File: config.mk
export PLATFORM = sky130hd
export DESIGN_NAME = serial_subtractor
export DESIGN_NICKNAME = d
export VERILOG_FILES = /design/src/rtl/serial_subtractor.sv
export SDC_FILE = /design/constraint.sdc
export NUM_CORES = 1
export LEC_CHECK = 0
export ABC_CLOCK_PERIOD_IN_PS = 1700
export CORE_MARGIN = 4
export CORE_UTILIZATION = 30
export DETAILED_ROUTE_END_ITERATION = 16
export GPL_TIMING_DRIVEN = 0
export PLACE_DENSITY = 0.59
export SYNTH_ARGS = -nofsm -noshare
export SYNTH_HDL_FRONTEND = slang
export SYNTH_SLANG_ARGS = --single-unit
File: constraint.sdc
create_clock -name clk -period 1.7 [get_ports clk]
set_input_delay 0.255 -clock clk [delete_from_list [all_inputs] [get_ports clk]]
set_output_delay 0.255 -clock clk [all_outputs]
set_load 0.02 [all_outputs]
File: src/rtl/serial_subtractor.sv
// Serial subtractor: computes a - b - bin one STEP-bit slice per clock,
// LSB slice first, and reports the difference, borrow-out and signed overflow
// with a one-cycle done pulse once all WIDTH/STEP slices have been processed.
module serial_subtractor #(
  parameter int WIDTH = 8,
  parameter int STEP  = 1
) (
  input  logic             clk,
  input  logic             rst_n,
  input  logic             start,
  input  logic [WIDTH-1:0] a,
  input  logic [WIDTH-1:0] b,
  input  logic             bin,
  output logic             busy,
  output logic             done,
  output logic [WIDTH-1:0] diff,
  output logic             bout,
  output logic             ovf
);

  localparam int N     = WIDTH / STEP;
  localparam int CNT_W = (N > 1) ? $clog2(N) : 1;

  typedef enum logic {
    IDLE,
    RUN
  } state_t;

  state_t state, next_state;

  // work_reg starts out holding the minuend; every RUN cycle its low slice is
  // consumed and the freshly computed difference slice enters at the top, so
  // after N cycles it holds the complete result.
  logic [WIDTH-1:0] work_reg;
  logic [WIDTH-1:0] work_next;
  logic [WIDTH-1:0] b_reg;
  logic             borrow_reg;
  logic             a_msb;
  logic             b_msb;
  logic [CNT_W-1:0] cnt;

  logic [STEP-1:0]  slice_diff;
  logic             slice_borrow;
  logic             accept;
  logic             last;

  // State register, cleared asynchronously so reset aborts any operation.
  always_ff @(posedge clk or negedge rst_n) begin
    if (!rst_n) begin
      state <= IDLE;
    end else begin
      state <= next_state;
    end
  end

  // Next-state logic: accept start only in IDLE, leave RUN on the last slice.
  always_comb begin
    next_state = state;
    accept     = 1'b0;
    last       = 1'b0;
    case (state)
      IDLE: begin
        if (start) begin
          accept     = 1'b1;
          next_state = RUN;
        end
      end
      RUN: begin
        if (cnt == CNT_W'(N - 1)) begin
          last       = 1'b1;
          next_state = IDLE;
        end
      end
      default: next_state = IDLE;
    endcase
  end

  assign busy = (state == RUN);

  // Ripple full-subtractor chain across the current STEP-bit slice.
  always_comb begin : slice_chain
    logic c;
    logic x;
    logic y;
    slice_diff = '0;
    c          = borrow_reg;
    for (int i = 0; i < STEP; i++) begin
      x             = work_reg[i];
      y             = b_reg[i];
      slice_diff[i] = x ^ y ^ c;
      c             = (~x & y) | (~(x ^ y) & c);
    end
    slice_borrow = c;
  end

  generate
    if (STEP == WIDTH) begin : g_single_slice
      assign work_next = slice_diff;
    end else begin : g_multi_slice
      assign work_next = {slice_diff, work_reg[WIDTH-1:STEP]};
    end
  endgenerate

  // Operand capture on accept, then shift one slice per RUN cycle.
  always_ff @(posedge clk or negedge rst_n) begin
    if (!rst_n) begin
      work_reg   <= '0;
      b_reg      <= '0;
      borrow_reg <= 1'b0;
      a_msb      <= 1'b0;
      b_msb      <= 1'b0;
      cnt        <= '0;
    end else if (accept) begin
      work_reg   <= a;
      b_reg      <= b;
      borrow_reg <= bin;
      a_msb      <= a[WIDTH-1];
      b_msb      <= b[WIDTH-1];
      cnt        <= '0;
    end else if (busy) begin
      work_reg   <= work_next;
      b_reg      <= b_reg >> STEP;
      borrow_reg <= slice_borrow;
      cnt        <= cnt + 1'b1;
    end
  end

  // Result registers only change when an operation completes, so no partial
  // value is ever visible on diff.
  always_ff @(posedge clk or negedge rst_n) begin
    if (!rst_n) begin
      done <= 1'b0;
      diff <= '0;
      bout <= 1'b0;
      ovf  <= 1'b0;
    end else begin
      done <= last;
      if (last) begin
        diff <= work_next;
        bout <= slice_borrow;
        ovf  <= (a_msb ^ b_msb) & (work_next[WIDTH-1] ^ a_msb);
      end
    end
  end

endmodule
==> impl_metrics.tcl <==
set metrics [dict create \
    r2r_setup_slack_ns 0.16 \
    cts_root_buf "clkbuf_8" \
    r2r-end "ovf" \
    grt_pass1_vias 1087 \
    crit_chain "clkdlybuf4s50_1" \
    antenna_found_initial 0 \
    synth_area_mm2 0.001516 \
    grt_max_degree 35 \
    syn_to_final_growth_pct 31.27 \
    gp_congestion 0.7131 \
    p_leak_nw 0.9417 \
    diodes 0 \
    startpoint_type "flop" \
    syn_inst 118 \
    viasPerCell 4.489 \
    pre_cts_ws_ns 0.1541 \
    h-tree-depth 2 \
    skew_ns 0.008667 \
    power.switching_w 0.001266 \
    wl_um 3195 \
    regToRegStartpoint "work_reg[0]" \
    fp.dieW_um 79.10 \
    switching_share_pct 35.28 \
    slew_violations 0 \
    syn_nets 141 \
    timing.fmax_ghz 0.6359 \
    port_buffers 30 \
    final_util_pct 41.32 \
    synth_warnings 0 \
    p_seq_share_pct 39.7 \
    crit_path_top_delay_cell "clkdlybuf4s50_1" \
    cts_tree "built" \
    layout_common_cells "dfrtp_1, clkdlybuf4s50_1, mux2i_1" \
    drt_iter0_drc 19 \
    drive_gt1_share_pct 17.31 \
    coreArea_mm2 0.004817 \
    required_ns 1.44 \
    min_path_type "primary input to asynchronous set/reset pin" \
    ys_seq_area_share_pct 56.11 \
    dieArea_mm2 0.006256 \
    num_vias 1001 \
    postCtsHoldBufs 0 \
    nets 178 \
    hold_viol 0 \
    ir_worst_vdd_mv 0.5974 \
    wire_per_inst_um 14.33 \
    pwr-share-comb_pct 42.8 \
    fin_crit_sh_pct 92.51 \
    cts_resized 0 \
    place_inst 215 \
    final_antenna_net_count 0 \
    timing.final.ws_setup_ns 0.1274 \
    synth_seq_cells 34 \
    drcViolationCount 0 \
    slew_headroom_pct 48.17 \
    worst_pin_slew_ns 0.7775 \
    cts_setup_buffers 0 \
    grt_pass1_wl_um 5333 \
    critPathTopFamily "buffers and inverters" \
    p_clk_share_pct 17.5 \
    clkSlewWorstSetupHoldPaths_ns 0.07 \
    fin_tns_setup_ns 0 \
    insertion_delay_ns 0.28 \
    status "completed" \
    overflow 0 \
    die_h_um 79.10 \
    crit_fanout 4 \
    hpwl_um 2306 \
    reg2regPathDepth 3 \
    clkSinkCount 34 \
    synth_cell_types 21 \
    row_count 25 \
    crit_arrival_ns 1.32 \
    power_density_mw_per_mm2 1802 \
    start_util_pct 31.48 \
    cap_violations 0 \
    fin_crit_ns 1.573 \
    setup_viol 0 \
    rsz0062_at_grt "no" \
    cp_slowest_stage_delay_ns 0.63 \
    final_common_cell "dfrtp_1" \
    cts_max_path_buffers 2 \
    endpoint_kind "output pin" \
    dr.pass1.iters 2 \
    cts_inserted_buffers 5 \
    internal_power_w 0.002322 \
    worstPathBufferInverterCount 1 \
    avgSynthCellArea_um2 12.85 \
    path_class "flop to output pin" \
    layoutNonFillerInstCount 223 \
    ioPinCount 32 \
    grtUsageTotal_pct 11.16 \
]
==> cell families (layout without fill, tap and decap cells) <==
| group | count (synthesis) | in the layout | synth area share [%] |
|---|---|---|---|
| flip-flops | 34 | 34 | 56.11 |
| multiplexers | 30 | 30 | 23.18 |
| AND/OR/NAND/NOR | 22 | 22 | 6.766 |
| AO/OA/AOI/OAI | 19 | 19 | 6.848 |
| buffers and inverters | 10 | 48 | 4.125 |
| adder cells (fa/ha/maj) | 3 | 3 | 2.970 |
==> metrics by stage <==
stage                     instance area (um2)  hold WS (ns)  total power [W]
after floorplan                          1516      -0.04059         0.002425
after global placement                   1901        0.4725         0.002934
after detailed placement                 1896        0.3802         0.003005
after CTS                                1991       0.06665         0.003637
after global routing                     1991        0.1071         0.003862
final                                    1991       0.04363         0.003587
==> worst register-to-register path: cells and delay by family (launching register included) <==
family,cells,cell delay (ns)
AND/OR/NAND/NOR,1,0.37
adder cells (fa/ha/maj),1,0.55
AO/OA/AOI/OAI,1,0.16
flip-flops,1,0.40
==> worst max path at each step <==
stage / startpoint / cells after the start / endpoint
after floorplan: work_reg[0] / 3 / ovf
after global placement: rst_n / 1 / b_reg[2]
after detailed placement: work_reg[0] / 3 / ovf
after CTS: busy / 1 / busy
after global routing: busy / 1 / busy
final: busy / 1 / busy
==> synthesized netlist by cell type <==
| cell type | count | area share (%) |
|---|---|---|
| fa_1 | 1 | 1.3 |
| or3b_1 | 1 | 0.58 |
| inv_1 | 3 | 0.74 |
| buf_6 | 3 | 2.2 |
| a21oi_1 | 1 | 0.33 |
| nor2_1 | 3 | 0.74 |
| clkbuf_1 | 1 | 0.25 |
| mux2_2 | 1 | 0.74 |
| dfrtp_1 | 34 | 56 |
| o21ai_1 | 15 | 5.0 |
| buf_2 | 2 | 0.66 |
| mux2_4 | 10 | 9.9 |
| inv_2 | 1 | 0.25 |
| a22o_1 | 2 | 1.2 |
| and2b_1 | 1 | 0.50 |
| nand2_4 | 1 | 0.74 |
| ha_1 | 2 | 1.6 |
| nand2_1 | 15 | 3.7 |
| a31oi_1 | 1 | 0.41 |
| nand3b_1 | 1 | 0.50 |
| mux2i_1 | 19 | 13 |
==> layout make-up <==
class                      instances  area (um2)
fill                             479        2826
sequential                        34       850.8
multi-input combinational         74       603.1
timing repair buffer              30       295.3
tap                               67       83.83
clock buffer                       6       82.58
buffer                             6       47.55
inverter                           4       15.01
clock inverter                     2       12.51
==> power by group through the flow <==
| stage | combinational [W] | sequential, W | clock, W |
|---|---|---|---|
| CTS | 0.00157 | 0.00143 | 0.000644 |
| floorplan | 0.000888 | 0.00154 | 0 |
| global route | 0.00169 | 0.00147 | 0.000693 |
| global placement | 0.00152 | 0.00142 | 0 |
| detailed placement | 0.00156 | 0.00144 | 0 |
| finish | 0.00154 | 0.00143 | 0.000627 |
==> metal layers <==
layer / share of wire, % / wire length (um) / vias to the layer above / global-route usage (%)
met5: 0 / 0 / - / 0
met4: 1.3 / 41 / 0 / 4.639
met3: 3.8 / 121 / 4 / 3.401
met2: 48 / 1542 / 21 / 17.68
met1: 47 / 1490 / 496 / 14.12
li1: - / - / 480 / -
No activity file was read; power rests on OpenSTA's default activity.
==> edit 1, RTL diff (same flow settings) <==
Put one more register stage on the output `done`, without a reset. The value now appears one clock later. The other outputs are not delayed to match. Comments in the files are not updated.
--- a/src/rtl/serial_subtractor.sv
+++ b/src/rtl/serial_subtractor.sv
@@ -25,6 +25,8 @@
     IDLE,
     RUN
   } state_t;
+
+  logic done_s0;
 
   state_t state, next_state;
 
@@ -129,12 +131,12 @@
   // value is ever visible on diff.
   always_ff @(posedge clk or negedge rst_n) begin
     if (!rst_n) begin
-      done <= 1'b0;
+      done_s0 <= 1'b0;
       diff <= '0;
       bout <= 1'b0;
       ovf  <= 1'b0;
     end else begin
-      done <= last;
+      done_s0 <= last;
       if (last) begin
         diff <= work_next;
         bout <= slice_borrow;
@@ -143,4 +145,8 @@
     end
   end
 
+  always_ff @(posedge clk) begin
+    done <= done_s0;
+  end
+
 endmodule
Check against the original RTL: not equivalent (a bounded check fails within 10 cycles, from zero or initial values and one cycle with rst_n low).
==> edit 1 against the unedited design <==
- sequential cell count increased by 1
- worst setup slack improved by 1.5 ps
- area after synthesis increased by 1.3%
- total power increased by 1.4%
- register-to-register slack got worse by 20 ps
- design area increased by 1.3%
- routed wire length decreased by 3.0%
- critical path type unchanged
- largest power group unchanged
- highest routed layer unchanged
==> edit 1: results (changes against the unedited design) <==
initial_drc_count: 60  # +41
diodes: 0  # unchanged
first_global_vias: 1039  # -4.4%
layout.filler_cells: 458  # -4.4%
worstRegToRegCells: 3  # unchanged
route.detailed.vias_per_inst: 4.39  # -2.1%
globalRouteTotalUtil: 0.108  # -0.00363
total_detailed_routing_wirelength_um: 3100  # -3.0%
synthDistinctLibCells: 22  # +4.8%
nets_in_the_synthesized_netlist: 142  # +0.71%
place.gp.congestion: 0.752  # +5.5%
clock_slew_at_reported_path_ffs_ps: 70  # about the same
synth_seq_area_share: 0.567  # +0.00572
clock_path_buffers: 2  # unchanged
drive_gt1_frac: 0.166  # -0.00747
nNetsFinal: 179  # +0.56%
ys.warnings.count: 0  # unchanged
worst_clock_skew_ps: 6.06  # -2.60 ps
synth.top_cells.by_area: "dfrtp_1 (55%), mux2i_1 (12%), mux2_4 (9.8%)"
worst_slew_slack_as_a_fraction_of_its_limit: 0.494  # +0.0119
static-leakage-power_uw: 0.000954  # +1.3%
synth-async-reset-ratio: 0.971  # -0.0286
drt_first_pass_iters: 4  # +2
outcome: "finished clean"
place.detailed.hpwl_um: 2280  # -1.1%
vdd_drop_max_uv: 503  # -16%
grt_pass1_wl_um: 5160  # -3.2%
## edit 1: final cells by class
class	instances	area, sq um	area share
repair buffers	30	295	0.146
plain buffers	6	47.5	0.0236
flip-flops and latches	35	871	0.432
well taps	67	83.8	0.0416
clock buffers	8	100	0.0497
inverters	4	15.0	0.00745
multi-input cells	74	603	0.299
## edit 1: worst paths after layout
check	start	end	slack [ps]
worst max register to register	work_reg[0]	ovf	140
max in group asynchronous	rst_n	work_reg[2]	1170
worst min-delay path	rst_n	b_reg[2]	40
worst max-delay path	busy	busy	130
min in group clk	start	b_reg[0]	350
worst min register to register	done_s0	done	350
## edit 1: worst register-to-register path, cell delays in order, from the launching register on
cell and delay, ps:
dfrtp_1 400, fa_1 550, or3b_1 370, a31oi_1 160
## edit 1: stage by stage
stage                     setup slack (ps)   util  std cells  hold slack [ps]  instance area, sq um
after global placement                -300  0.396        216              327                  1920
after floorplan                        225      -        119            -40.6                  1540
after global routing                  89.0  0.416        224              104                  2020
after detailed placement               134  0.395        216              335                  1920
after CTS                              104  0.416        224             70.6                  2020
final                                  129  0.416        224             39.3                  2020
## edit 1: logic make-up after synthesis
| group | share of synthesized area |
|---|---|
| DFF | 0.567 |
| and+or+nand+nor | 0.0668 |
| muxes | 0.229 |
| adders and majority gates | 0.0293 |
| AOI/OAI and AO/OA | 0.0676 |
| buffers and inverters | 0.0407 |
## edit 1: routing by layer
metal	vias to the layer above	routed length (um)	GRT usage
li1	482	-	-
met1	474	1440	0.140
met2	23	1460	0.165
met3	5	169	0.0372
met4	0	25	0.0412
met5	-	0	0
## edit 1: power by group
group / internal, uW / total [uW] / switching, uW
Sequential: 1210 / 1450 / 232
Clock: 370 / 656 / 287
Combinational: 811 / 1530 / 723
==> edit 2, RTL diff (config.mk and constraints unchanged) <==
Without the edit above. Set the parameter `WIDTH` to 4 (it was 8).
--- a/src/rtl/serial_subtractor.sv
+++ b/src/rtl/serial_subtractor.sv
@@ -2,7 +2,7 @@
 // LSB slice first, and reports the difference, borrow-out and signed overflow
 // with a one-cycle done pulse once all WIDTH/STEP slices have been processed.
 module serial_subtractor #(
-  parameter int WIDTH = 8,
+  parameter int WIDTH = 4,
   parameter int STEP  = 1
 ) (
   input  logic             clk,
Ports: changed (resized a, b and diff); port bits go from 32 to 20. The function was not compared with the original's and may differ.
==> edit 2 against the unedited design <==
- design area is 41% lower
- worst setup slack got worse by 14 ps
- sequential cell count is 13 lower
- clock power down 62%
- total power decreased by 45%
- routed wire length decreased by 47%
- die area is 36% lower
- sequential share of layout area up 2.3 points
- highest routed layer unchanged
- area after synthesis is 40% lower
==> edit 2: results (changes against the unedited design) <==
placement.io_buffers: 19  # -37%
layout.filler_cells: 272  # -43%
buffers: 22  # -39%
slowest_delay_ps: 570  # -60 ps
worst_clock_skew_ps: 1.16  # -7.51 ps
cellPowerDensity_mw_per_mm2: 1690  # -6.0%
timing_worst_slew_pin_value_ps: 928  # +150 ps
non_filler_instance_count_after_layout: 126  # -43%
post-route-util: 0.413  # -0.000598
synth.top_cells.by_area: "dfrtp_1 (58%), mux2i_1 (12%), mux2_1 (5.0%)"
worst_skew_pair.late_latency_ps: 300  # +20 ps
outcome: "finished clean"
postSynthRegisterBits: 21  # -38%
crit_path_top_delay_cell: "fa_1"
static-leakage-power_uw: 0.000542  # -42%
drive_gt1_frac: 0.105  # -0.0678
n_clock_buffer: 4  # -2
synth_common_cells: "dfrtp_1 (21), mux2i_1 (11), nand2_1 (7), o21ai_0 (7)"
instance_count_after_placement_with_tap_cells_included: 122  # -43%
nets_in_the_synthesized_netlist: 86  # -39%
maximum_number_of_pins_on_one_net_before_global_route_repair: 22  # -37%
drt_first_pass_iters: 4  # +2
multi_input_area_share: 0.294  # -0.00928
syn_area_per_cell_sq_um: 12.6  # -1.7%
num-multi-input-gates: 44  # -41%
register_fraction_of_the_total_cell_area: 0.450  # +0.0228
edit 2: changes by cell type after synthesis, sizes merged:
cell    delta
nor2b      +1
buf        -2
and2b      -1
ha         -1
nand2      -8
a22o       -1
mux2       -4
mux2i      -8
clkbuf     -1
o21ai      -8
dfrtp     -13
edit 2: final timing paths:
| path | slack (ps) | end | start |
|---|---|---|---|
| worst max-delay path | 110 | ovf | work_reg[0] |
| worst min-delay path | 460 | diff[0] | rst_n |
| worst max register to register | 110 | ovf | work_reg[0] |
| worst min register to register | 500 | b_reg[0] | b_reg[1] |
| max in group asynchronous | 680 | borrow_reg | rst_n |
| min in group clk | 500 | b_reg[0] | b_reg[1] |
edit 2: routing by layer:
metal	up-vias	track usage	part of all wire
li1	295	-	-
met1	289	0.124	0.47
met2	17	0.153	0.44
met3	4	0.0426	0.063
met4	0	0.0496	0.023
met5	-	0	0
